### config.mk
export PLATFORM = sky130hd
export DESIGN_NAME = cnt_step_rpt_flat
export DESIGN_NICKNAME = d
export VERILOG_FILES = /design/src/rtl/cnt_step_rpt_pkg.sv /design/src/rtl/cnt_step_rpt_if.sv /design/src/rtl/cnt_step_rpt_timer.sv /design/src/rtl/cnt_step_rpt.sv /design/src/flat_wrapper.sv
export SDC_FILE = /design/constraint.sdc
export NUM_CORES = 1
export LEC_CHECK = 0
export CAP_MARGIN = 10
export CORE_ASPECT_RATIO = 0.5
export CORE_UTILIZATION = 61
export CTS_BUF_LIST = sky130_fd_sc_hd__clkbuf_8 sky130_fd_sc_hd__clkbuf_16
export DETAILED_ROUTE_END_ITERATION = 16
export HOLD_SLACK_MARGIN = 0.03
export PLACE_DENSITY_LB_ADDON = 0.1
export SLEW_MARGIN = 20
export SYNTH_ARGS = -nofsm -noshare
export SYNTH_HDL_FRONTEND = slang
export SYNTH_SLANG_ARGS = --single-unit
export TNS_END_PERCENT = 5
### constraint.sdc
create_clock -name clk -period 11.2 [get_ports clk]
set_clock_uncertainty 0.15 [all_clocks]
set_input_delay 1.12 -clock clk [delete_from_list [all_inputs] [get_ports clk]]
set_output_delay 1.12 -clock clk [all_outputs]
set_load 0.02 [all_outputs]
### src/rtl/cnt_step_rpt_pkg.sv
// ---------------------------------------------------------------------------
// cnt_step_rpt_pkg : shared FSM/command encodings for the stepping counter
// rev 1.0
// ---------------------------------------------------------------------------
`default_nettype none

package cnt_step_rpt_pkg;

  typedef enum logic [1:0] {
    ST_IDLE   = 2'd0,
    ST_HOLD   = 2'd1,
    ST_REPEAT = 2'd2
  } state_e;

  typedef enum logic [2:0] {
    CMD_NONE  = 3'd0,
    CMD_INC_S = 3'd1,
    CMD_INC_L = 3'd2,
    CMD_DEC_S = 3'd3,
    CMD_DEC_L = 3'd4
  } cmd_e;

  // Fixed priority among simultaneously held buttons
  function automatic cmd_e cmd_select(input logic inc_s, input logic inc_l,
                                      input logic dec_s, input logic dec_l);
    if (inc_s)      return CMD_INC_S;
    else if (inc_l) return CMD_INC_L;
    else if (dec_s) return CMD_DEC_S;
    else if (dec_l) return CMD_DEC_L;
    else            return CMD_NONE;
  endfunction

  function automatic logic cmd_is_inc(input cmd_e c);
    return (c == CMD_INC_S) || (c == CMD_INC_L);
  endfunction

  function automatic logic cmd_is_small(input cmd_e c);
    return (c == CMD_INC_S) || (c == CMD_DEC_S);
  endfunction

endpackage

`default_nettype wire

### src/rtl/cnt_step_rpt_if.sv
// ---------------------------------------------------------------------------
// cnt_step_rpt_if : control/status bundle between command logic and counter
// rev 1.0
// ---------------------------------------------------------------------------
`default_nettype none

interface cnt_step_rpt_if #(
  parameter int W     = 8,
  parameter int DLY_W = 16
);
  import cnt_step_rpt_pkg::*;

  logic             clr;
  logic [W-1:0]     lbnd;
  logic [W-1:0]     ubnd;
  logic             mode_wrap;
  logic [DLY_W-1:0] hold_dly;
  logic [DLY_W-1:0] rep_per;
  logic             inc_s;
  logic             inc_l;
  logic             dec_s;
  logic             dec_l;
  logic [W-1:0]     cnt;
  logic             at_lbnd;
  logic             at_ubnd;
  logic             chg;
  logic             sat;

  modport master (
    output clr, lbnd, ubnd, mode_wrap, hold_dly, rep_per,
    output inc_s, inc_l, dec_s, dec_l,
    input  cnt, at_lbnd, at_ubnd, chg, sat
  );

  modport slave (
    input  clr, lbnd, ubnd, mode_wrap, hold_dly, rep_per,
    input  inc_s, inc_l, dec_s, dec_l,
    output cnt, at_lbnd, at_ubnd, chg, sat
  );

endinterface

`default_nettype wire

### src/rtl/cnt_step_rpt_timer.sv
// ---------------------------------------------------------------------------
// cnt_step_rpt_timer : command select, hold/repeat FSM and delay timer
// rev 1.0
// ---------------------------------------------------------------------------
`default_nettype none

module cnt_step_rpt_timer
  import cnt_step_rpt_pkg::*;
#(
  parameter int DLY_W = 16
) (
  input  wire logic             clk,
  input  wire logic             rst_n,
  input  wire logic             hold_idle_i,
  input  wire logic             inc_s_i,
  input  wire logic             inc_l_i,
  input  wire logic             dec_s_i,
  input  wire logic             dec_l_i,
  input  wire logic [DLY_W-1:0] hold_dly_i,
  input  wire logic [DLY_W-1:0] rep_per_i,
  output logic                  step_o,
  output cmd_e                  cmd_o
);

  state_e           state_q, state_d;
  cmd_e             cmd_q, cmd_d;
  logic [DLY_W-1:0] tmr_q, tmr_d;
  logic [DLY_W:0]   w_tmr_inc;
  logic [DLY_W-1:0] w_rep_eff;
  cmd_e             w_cmd;

  assign w_cmd     = cmd_select(inc_s_i, inc_l_i, dec_s_i, dec_l_i);
  assign cmd_o     = w_cmd;
  // One extra bit so the compare never aliases on timer rollover
  assign w_tmr_inc = {1'b0, tmr_q} + {{DLY_W{1'b0}}, 1'b1};
  assign w_rep_eff = (rep_per_i == '0) ? {{(DLY_W-1){1'b0}}, 1'b1} : rep_per_i;

  always_ff @(posedge clk or negedge rst_n) begin
    if (!rst_n) begin
      state_q <= ST_IDLE;
      cmd_q   <= CMD_NONE;
      tmr_q   <= '0;
    end else begin
      state_q <= state_d;
      cmd_q   <= cmd_d;
      tmr_q   <= tmr_d;
    end
  end

  always_comb begin
    state_d = state_q;
    cmd_d   = cmd_q;
    tmr_d   = tmr_q;
    step_o  = 1'b0;
    if (hold_idle_i) begin
      state_d = ST_IDLE;
      cmd_d   = CMD_NONE;
      tmr_d   = '0;
    end else begin
      case (state_q)
        ST_IDLE: begin
          if (w_cmd != CMD_NONE) begin
            step_o  = 1'b1;
            cmd_d   = w_cmd;
            tmr_d   = '0;
            state_d = ST_HOLD;
          end
        end
        ST_HOLD, ST_REPEAT: begin
          if (w_cmd == CMD_NONE) begin
            state_d = ST_IDLE;
            cmd_d   = CMD_NONE;
            tmr_d   = '0;
          end else if (w_cmd != cmd_q) begin
            step_o  = 1'b1;
            cmd_d   = w_cmd;
            tmr_d   = '0;
            state_d = ST_HOLD;
          end else if (state_q == ST_HOLD) begin
            if (hold_dly_i == '0) begin
              tmr_d = '0;
            end else if (w_tmr_inc == {1'b0, hold_dly_i}) begin
              step_o  = 1'b1;
              tmr_d   = '0;
              state_d = ST_REPEAT;
            end else begin
              tmr_d = w_tmr_inc[DLY_W-1:0];
            end
          end else begin
            if (w_tmr_inc == {1'b0, w_rep_eff}) begin
              step_o = 1'b1;
              tmr_d  = '0;
            end else begin
              tmr_d = w_tmr_inc[DLY_W-1:0];
            end
          end
        end
        default: begin
          state_d = ST_IDLE;
          cmd_d   = CMD_NONE;
          tmr_d   = '0;
        end
      endcase
    end
  end

endmodule

`default_nettype wire

### src/rtl/cnt_step_rpt.sv
// ---------------------------------------------------------------------------
// cnt_step_rpt : bounded up/down settings counter with saturate/wrap and auto-repeat
// rev 1.0
// ---------------------------------------------------------------------------
`default_nettype none

module cnt_step_rpt
  import cnt_step_rpt_pkg::*;
#(
  parameter int W      = 8,
  parameter int STEP_S = 1,
  parameter int STEP_L = 10,
  parameter int DLY_W  = 16
) (
  input  wire logic      clk,
  input  wire logic      rst_n,
  cnt_step_rpt_if.slave  bus_io
);

  localparam int SW = W + 2;

  logic [W-1:0]         cnt_q, cnt_d;
  logic                 chg_q, chg_d;
  logic                 sat_q, sat_d;

  logic                 w_step;
  cmd_e                 w_cmd;
  logic                 w_misconfig;
  logic signed [SW-1:0] w_cnt_x;
  logic signed [SW-1:0] w_lbnd_x;
  logic signed [SW-1:0] w_ubnd_x;
  logic signed [SW-1:0] w_mag;
  logic signed [SW-1:0] w_sum;
  logic                 w_over;
  logic                 w_under;

  assign w_misconfig = bus_io.lbnd > bus_io.ubnd;

  cnt_step_rpt_timer #(
    .DLY_W (DLY_W)
  ) u_timer (
    .clk         (clk),
    .rst_n       (rst_n),
    .hold_idle_i (bus_io.clr | w_misconfig),
    .inc_s_i     (bus_io.inc_s),
    .inc_l_i     (bus_io.inc_l),
    .dec_s_i     (bus_io.dec_s),
    .dec_l_i     (bus_io.dec_l),
    .hold_dly_i  (bus_io.hold_dly),
    .rep_per_i   (bus_io.rep_per),
    .step_o      (w_step),
    .cmd_o       (w_cmd)
  );

  // Two guard bits keep both underflow below zero and overflow past 2^W visible
  assign w_cnt_x  = signed'({2'b00, cnt_q});
  assign w_lbnd_x = signed'({2'b00, bus_io.lbnd});
  assign w_ubnd_x = signed'({2'b00, bus_io.ubnd});
  assign w_mag    = cmd_is_small(w_cmd) ? SW'(STEP_S) : SW'(STEP_L);
  assign w_sum    = cmd_is_inc(w_cmd) ? (w_cnt_x + w_mag) : (w_cnt_x - w_mag);
  assign w_over   = w_sum > w_ubnd_x;
  assign w_under  = w_sum < w_lbnd_x;

  always_comb begin
    cnt_d = cnt_q;
    sat_d = 1'b0;
    if (bus_io.clr) begin
      cnt_d = bus_io.lbnd;
    end else if (w_misconfig) begin
      cnt_d = bus_io.lbnd;
    end else if (cnt_q > bus_io.ubnd) begin
      cnt_d = bus_io.ubnd;
    end else if (cnt_q < bus_io.lbnd) begin
      cnt_d = bus_io.lbnd;
    end else if (w_step) begin
      if (w_over) begin
        sat_d = 1'b1;
        cnt_d = bus_io.mode_wrap ? bus_io.lbnd : bus_io.ubnd;
      end else if (w_under) begin
        sat_d = 1'b1;
        cnt_d = bus_io.mode_wrap ? bus_io.ubnd : bus_io.lbnd;
      end else begin
        cnt_d = w_sum[W-1:0];
      end
    end
    chg_d = cnt_d != cnt_q;
  end

  always_ff @(posedge clk or negedge rst_n) begin
    if (!rst_n) begin
      cnt_q <= '0;
      chg_q <= 1'b0;
      sat_q <= 1'b0;
    end else begin
      cnt_q <= cnt_d;
      chg_q <= chg_d;
      sat_q <= sat_d;
    end
  end

  assign bus_io.cnt     = cnt_q;
  assign bus_io.chg     = chg_q;
  assign bus_io.sat     = sat_q;
  assign bus_io.at_lbnd = cnt_q == bus_io.lbnd;
  assign bus_io.at_ubnd = cnt_q == bus_io.ubnd;

endmodule

`default_nettype wire

### src/flat_wrapper.sv
// flat-port wrapper written by rule: the top's interface ports become plain ports
module cnt_step_rpt_flat import cnt_step_rpt_pkg::*;
#(
  parameter int W      = 8,
  parameter int STEP_S = 1,
  parameter int STEP_L = 10,
  parameter int DLY_W  = 16
)
  (clk, rst_n, bus_io_clr, bus_io_lbnd, bus_io_ubnd, bus_io_mode_wrap, bus_io_hold_dly, bus_io_rep_per, bus_io_inc_s, bus_io_inc_l, bus_io_dec_s, bus_io_dec_l, bus_io_cnt, bus_io_at_lbnd, bus_io_at_ubnd, bus_io_chg, bus_io_sat);
  cnt_step_rpt_if #(.W(W), .DLY_W(DLY_W)) bus_io_i ();
  input  wire logic clk;
  input  wire logic rst_n;
  input wire logic [$bits(bus_io_i.clr)-1:0] bus_io_clr;
  input wire logic [$bits(bus_io_i.lbnd)-1:0] bus_io_lbnd;
  input wire logic [$bits(bus_io_i.ubnd)-1:0] bus_io_ubnd;
  input wire logic [$bits(bus_io_i.mode_wrap)-1:0] bus_io_mode_wrap;
  input wire logic [$bits(bus_io_i.hold_dly)-1:0] bus_io_hold_dly;
  input wire logic [$bits(bus_io_i.rep_per)-1:0] bus_io_rep_per;
  input wire logic [$bits(bus_io_i.inc_s)-1:0] bus_io_inc_s;
  input wire logic [$bits(bus_io_i.inc_l)-1:0] bus_io_inc_l;
  input wire logic [$bits(bus_io_i.dec_s)-1:0] bus_io_dec_s;
  input wire logic [$bits(bus_io_i.dec_l)-1:0] bus_io_dec_l;
  output wire logic [$bits(bus_io_i.cnt)-1:0] bus_io_cnt;
  output wire logic [$bits(bus_io_i.at_lbnd)-1:0] bus_io_at_lbnd;
  output wire logic [$bits(bus_io_i.at_ubnd)-1:0] bus_io_at_ubnd;
  output wire logic [$bits(bus_io_i.chg)-1:0] bus_io_chg;
  output wire logic [$bits(bus_io_i.sat)-1:0] bus_io_sat;
  assign bus_io_i.clr = bus_io_clr;
  assign bus_io_i.lbnd = bus_io_lbnd;
  assign bus_io_i.ubnd = bus_io_ubnd;
  assign bus_io_i.mode_wrap = bus_io_mode_wrap;
  assign bus_io_i.hold_dly = bus_io_hold_dly;
  assign bus_io_i.rep_per = bus_io_rep_per;
  assign bus_io_i.inc_s = bus_io_inc_s;
  assign bus_io_i.inc_l = bus_io_inc_l;
  assign bus_io_i.dec_s = bus_io_dec_s;
  assign bus_io_i.dec_l = bus_io_dec_l;
  assign bus_io_cnt = bus_io_i.cnt;
  assign bus_io_at_lbnd = bus_io_i.at_lbnd;
  assign bus_io_at_ubnd = bus_io_i.at_ubnd;
  assign bus_io_chg = bus_io_i.chg;
  assign bus_io_sat = bus_io_i.sat;
  cnt_step_rpt #(.W(W), .STEP_S(STEP_S), .STEP_L(STEP_L), .DLY_W(DLY_W)) u_core (.clk(clk), .rst_n(rst_n), .bus_io(bus_io_i));
endmodule
Yosys cells after proc, flatten, opt, wreduce, memory -nomap -nowiden
Cells that the tools add are included.
Word-level totals
  register bits: 31
  word-level logic and storage cells: 95
  output and inout bits: 12
Operators by class
  mux-type cells: 54
  $add $sub $neg: 3
  $lt $le $gt $ge: 5
  equal/unequal tests: 16
  bitwise gates (word level): 1
  reduce and logical (&&, ||, !) cells: 10
Operators by type and width (count)
  16-bit two-way mux: 9
  8-bit two-way mux: 9
  17-bit by 16-bit == test with 1-bit output: 2
  16-bit logical NOT: 2
  16-bit case mux with 2 select lines: 1
  3-bit two-way mux: 8
  16-bit by 1-bit adder with 17-bit output (second input constant): 1
  8-bit == test: 2
  8-bit greater-than comparator: 2
  1-bit two-way mux: 15
  5-bit != test (second input constant): 3
  2-bit two-way mux: 7
  9-bit by 10-bit adder with 10-bit output: 1
  10-bit by 9-bit greater-than comparator with 1-bit output: 1
  10-bit by 9-bit less-than comparator with 1-bit output: 1
  10-bit two-way mux: 1
  9-bit by 10-bit subtractor with 10-bit output: 1
  8-bit less-than comparator: 1
  8-bit != test: 1
  3-bit by 2-bit == test with 1-bit output (second input constant): 2
  3-bit case mux with 2 select lines: 1
  4-bit two-way mux: 1
  4-bit != test (second input constant): 1
  2-bit case mux with 2 select lines: 1
  14 further kinds: 15

Longest topological paths before layout
  depth in word-level cells: 18
  gate-level depth with buffers: 21
  depth with buffers taken out: 21

Hierarchy
From an unflattened synthesis, not the netlist that was laid out.
Second synthesis, totals
  cell total of the unflattened synthesis: 672
  area total of the unflattened synthesis: 5242.5 µm²
By module, submodules not included
  cnt_step_rpt: cells each 371, area each 2845.2 µm², sequential area each 250.2 µm², instances 1
  cnt_step_rpt_timer: cells each 301, area each 2397.3 µm², sequential area each 525.5 µm², instances 1

Worst setup path after synthesis
Ideal clock, no wire load.
  path type: input port to flip-flop
  from: input port bus_io_inc_s
  to: register u_core.chg_q, in the netlist u_core.bus_io.chg
  path slack: 5.514 ns
  path buffers: 1
  arrival time: 5.402 ns
  library setup time: 0.135 ns
  required time: 10.915 ns
  stages: 19
  cell sequence: buf_2 > a21oi_1 > inv_1 > ha_1 > fa_1 > and3b_1 > o21ai_2 > o31ai_1 > xor2_1 > ha_1 > and4_1 > o2bb2ai_1 > a31o_2 > a31oi_4 > mux2i_2 > a221o_1 > a311o_1 > a2111oi_0 > o21ai_0
Between the ends
  word-level cells in the longest chain between the ends: 15
Ends and longest elaborated chain
  start: declaration: RTL line flat_wrapper.sv:19  | input wire logic [$bits(bus_io_i.inc_s)-1:0] bus_io_inc_s;
  3-bit two-way mux *: RTL line cnt_step_rpt_pkg.sv:26  | if (inc_s) return CMD_INC_S;
  3-bit by 1-bit == test with 1-bit output / 3-bit by 2-bit == test with 1-bit output (equally long branches): RTL line cnt_step_rpt_pkg.sv:34, cnt_step_rpt_pkg.sv:38
  1-bit logical OR: RTL line cnt_step_rpt_pkg.sv:38  | return (c == CMD_INC_S) || (c == CMD_DEC_S);
  4-bit two-way mux: RTL line cnt_step_rpt.sv:59  | assign w_mag = cmd_is_small(w_cmd) ? SW'(STEP_S) : SW'(STEP_L);
  9-bit by 10-bit subtractor with 10-bit output / 9-bit by 10-bit adder with 10-bit output (equally long branches): RTL line cnt_step_rpt.sv:60  | assign w_sum = cmd_is_inc(w_cmd) ? (w_cnt_x + w_mag) : (w_cnt_x - w_mag);
  10-bit two-way mux: RTL line cnt_step_rpt.sv:60
  10-bit by 9-bit less-than comparator with 1-bit output: RTL line cnt_step_rpt.sv:62  | assign w_under = w_sum < w_lbnd_x;
  8-bit two-way mux: RTL line cnt_step_rpt.sv:79  | end else if (w_under) begin
  8-bit two-way mux: RTL line cnt_step_rpt.sv:76  | if (w_over) begin
  8-bit two-way mux *: RTL line cnt_step_rpt.sv:75  | end else if (w_step) begin
  8-bit two-way mux *: RTL line cnt_step_rpt.sv:73  | end else if (cnt_q < bus_io.lbnd) begin
  8-bit two-way mux *: RTL line cnt_step_rpt.sv:71  | end else if (cnt_q > bus_io.ubnd) begin
  8-bit two-way mux *: RTL line cnt_step_rpt.sv:69  | end else if (w_misconfig) begin
  8-bit two-way mux *: RTL line cnt_step_rpt.sv:67  | if (bus_io.clr) begin
  8-bit != test *: RTL line cnt_step_rpt.sv:86  | chg_d = cnt_d != cnt_q;
  via u_core.chg_d: RTL line cnt_step_rpt.sv:23  | logic chg_q, chg_d;
  end signal: assignment: RTL line cnt_step_rpt.sv:96  | chg_q <= chg_d;
  end: declaration: RTL line cnt_step_rpt.sv:23
Mark *: on every way through the listed nets, which the timed path passes. The rest lies on a longest branch.
A chain may end at the register's enable or synchronous reset.

Worst setup path after layout
  from: input port bus_io_inc_l
  to: register u_core.chg_q, in the netlist u_core.bus_io.chg
Between the ends
  word-level cells in the longest chain between the ends: 16
Ends and longest elaborated chain
  start: declaration: RTL line flat_wrapper.sv:20  | input wire logic [$bits(bus_io_i.inc_l)-1:0] bus_io_inc_l;
  3-bit two-way mux *: RTL line cnt_step_rpt_pkg.sv:27  | else if (inc_l) return CMD_INC_L;
  3-bit two-way mux *: RTL line cnt_step_rpt_pkg.sv:26
  3-bit by 1-bit == test with 1-bit output / 3-bit by 2-bit == test with 1-bit output (equally long branches): RTL line cnt_step_rpt_pkg.sv:34, cnt_step_rpt_pkg.sv:38
  1-bit logical OR: RTL line cnt_step_rpt_pkg.sv:38
  4-bit two-way mux: RTL line cnt_step_rpt.sv:59
  9-bit by 10-bit subtractor with 10-bit output / 9-bit by 10-bit adder with 10-bit output (equally long branches): RTL line cnt_step_rpt.sv:60
  10-bit two-way mux: RTL line cnt_step_rpt.sv:60
  10-bit by 9-bit less-than comparator with 1-bit output: RTL line cnt_step_rpt.sv:62
  8-bit two-way mux: RTL line cnt_step_rpt.sv:79
  8-bit two-way mux: RTL line cnt_step_rpt.sv:76
  8-bit two-way mux *: RTL line cnt_step_rpt.sv:75
  8-bit two-way mux *: RTL line cnt_step_rpt.sv:73
  8-bit two-way mux *: RTL line cnt_step_rpt.sv:71
  8-bit two-way mux *: RTL line cnt_step_rpt.sv:69
  8-bit two-way mux *: RTL line cnt_step_rpt.sv:67
  8-bit != test *: RTL line cnt_step_rpt.sv:86
  via u_core.chg_d: RTL line cnt_step_rpt.sv:23
Marks and branches as above.

==> reports/results.txt <==
status: finished, final reports clean
routed length on met3: 2120 microns
antenna violations before repair: 0
Rows: 22
most frequent cells in the layout: 67 x clkdlybuf4s50_1, 50 x ha_1, 47 x nor2_1
P_leak: 2.33 nW
Starting DRT DRC Count: 679
Synth Instances: 628
Post-route DRC: 0
H-Tree Level Count: 2
Antenna Nets Post-Route: 0
Initial Util: 65.2%
Post-synth EDFFs: 0
proportion of layout cells with a drive suffix above 1: 5.66%
first-pass GRT wire length: 26000 microns
Worst-Margin Slew: 1010 ps
Crit path required time: 11180 ps
die area: 8510 sq um
Inserted Clock Buffers: 5
routed length on met2: 7190 microns
setup ws final: 4320 ps
Finished Core Util: 76.0%
Reg clk slew, reported paths: 50 ps
number of distinct library cells after synthesis: 86
unrepaired setup endpoints after global routing: false
vias in the first global route: 5156
Area Growth Syn to Fin: 16.6%
Syn Nets: 736
Clock Root Buffer: clkbuf_16
post-DP HPWL: 12500 microns
die height: 65.7 microns
achievable frequency: 145 MHz
hold-fix buffers at CTS: 0
setup bufs post-CTS: 0
Max clock buf depth: 2
Clock Latency Late Sink: 280 ps
# IOs: 68
Vias: 5494
setup violators final: 0
Final #Nets: 779
wl on met1: 6520 microns
Max-cap violations: 0
Global Route Usage Sum: 39.8%
mean post-synth cell area: 7.89 sq um
antenna diode count: 0
Post-synth top flop: dfrtp_1
Hold Vio Cnt, Final: 0
Crit Path Category: in2reg
post-place setup slack: 4170 ps
Syn. warnings: 0
WL/cell: 21.0 microns
Critical Path Start Type: input pin
die span in x: 129 microns
worst path arrival time: 6850 ps
CTS tree: done
crit path max fanout: 8
flops & latches, synth: 31
Tmin final: 6880 ps
Max-Slew Margin vs Limit: 32.6%
drt total wl: 16400 microns
Slew Limit Fails: 0
register area share after synthesis: 15.7%
worst min-delay path class: reg2reg
ys async rst share: 100%
post-cts resize count: 0
grt total ovfl: 0
Total Neg Setup Slack: 0 ps
DRT Pass-1 Iters: 5
largest net degree at the start of global routing: 32
Max Used Layer: met4
routability cong.: 1.03
Vias/cell: 7.05
Synth Cell Area: 4950 sq um
commonest non-fill, non-tap cell in the layout: clkdlybuf4s50_1
CP Capture Type: register
Sink Count: 31
core area: 7600 sq um
hold slack: 377 ps
Peak VDD IR: 57.8 uV
I/O Buffers: 67
part of the cycle the worst path needs: 61.4%
power per cell area: 123 nW/um^2
cells in the mapped netlist (14+ instances only):
cell	n	area, sq um
xnor2_1	32	280
xor2_1	14	123
o21ai_0	45	225
nor3_1	16	80.1
buf_2	16	80.1
nand2_1	41	154
o31ai_1	14	105
a21oi_1	34	170
nor2_1	48	180
inv_1	39	146
nand3_1	16	80.1
ha_1	50	626
dfrtp_1	31	776
path summary, 6_finish.rpt:
path	cells after the start	start	slack, ps	end
max	20	bus_io_inc_l	4320	u_core.bus_io.chg
min	2	u_core.u_timer.cmd_q[2]	380	u_core.u_timer.cmd_q[2]
max reg2reg	19	u_core.bus_io.cnt[0]	5590	u_core.bus_io.chg
min reg2reg	2	u_core.u_timer.cmd_q[2]	380	u_core.u_timer.cmd_q[2]
max in group asynchronous	2	rst_n	9510	u_core.u_timer.cmd_q[2]
min in group asynchronous	2	rst_n	1080	u_core.u_timer.tmr_q[5]
cells by family after synthesis:
group	after synthesis	share of synthesized area [%]
multiplexers	12	2.63
adder cells (fa/ha/maj)	52	13.4
flip-flops	31	15.7
AO/OA/AOI/OAI	202	28.9
AND/OR/NAND/NOR	211	24.1
buffers and inverters	72	6.19
XOR/XNOR	48	9.07
report_power, final:
part	leakage, nW	internal (mW)	switching (mW)
Combinational	1.84	0.173	0.236
Clock	0.0811	0.103	0.0488
Sequential	0.409	0.119	0.0292
registers in the layout, indices dropped and copies added (netlist names):
name,cells
u_core.bus_io.chg,1
u_core.bus_io.cnt,8
u_core.bus_io.sat,1
u_core.u_timer.cmd_q,3
u_core.u_timer.state_q,2
u_core.u_timer.tmr_q,16
metrics by stage:
stage	area [sq um]	power, mW	instances
2_1_floorplan	4950	0.413	628
3_3_place_gp	5610	0.534	772
3_5_place_dp	5610	0.541	772
4_1_cts	5770	0.694	779
5_1_grt	5780	0.748	779
6_report	5780	0.710	779
area by class of cell:
cell class / instances / area (sq um)
fillers: 553 / 1820
inverters: 39 / 146
clock inverters: 2 / 33.8
well taps: 108 / 135
clock buffers: 5 / 125
repair buffers: 69 / 686
multi-input cells: 525 / 3870
flip-flops and latches: 31 / 776
per-layer routing:
metal  vias to the layer above  GRT usage (%)
li1                       2474              -
met1                      2523           51.1
met2                       424           66.0
met3                        73           7.33
met4                         0           17.4
met5                         -              0
critical path, stage by stage:
cell and delay [ps]:
clkdlybuf4s50_1 600, inv_1 80, a21oi_1 440, inv_1 260, ha_1 340, nor2b_1 140
o31ai_1 400, nand4b_1 170, and3_1 220, nor2_1 200, ha_1 310, a211oi_1 400
a31oi_1 260, o21ai_2 290, mux2i_2 180, a211oi_1 510, nor2_1 100, a311o_1 330
a2111oi_0 380, o21ai_0 120
(Power assumes the default switching activity.)
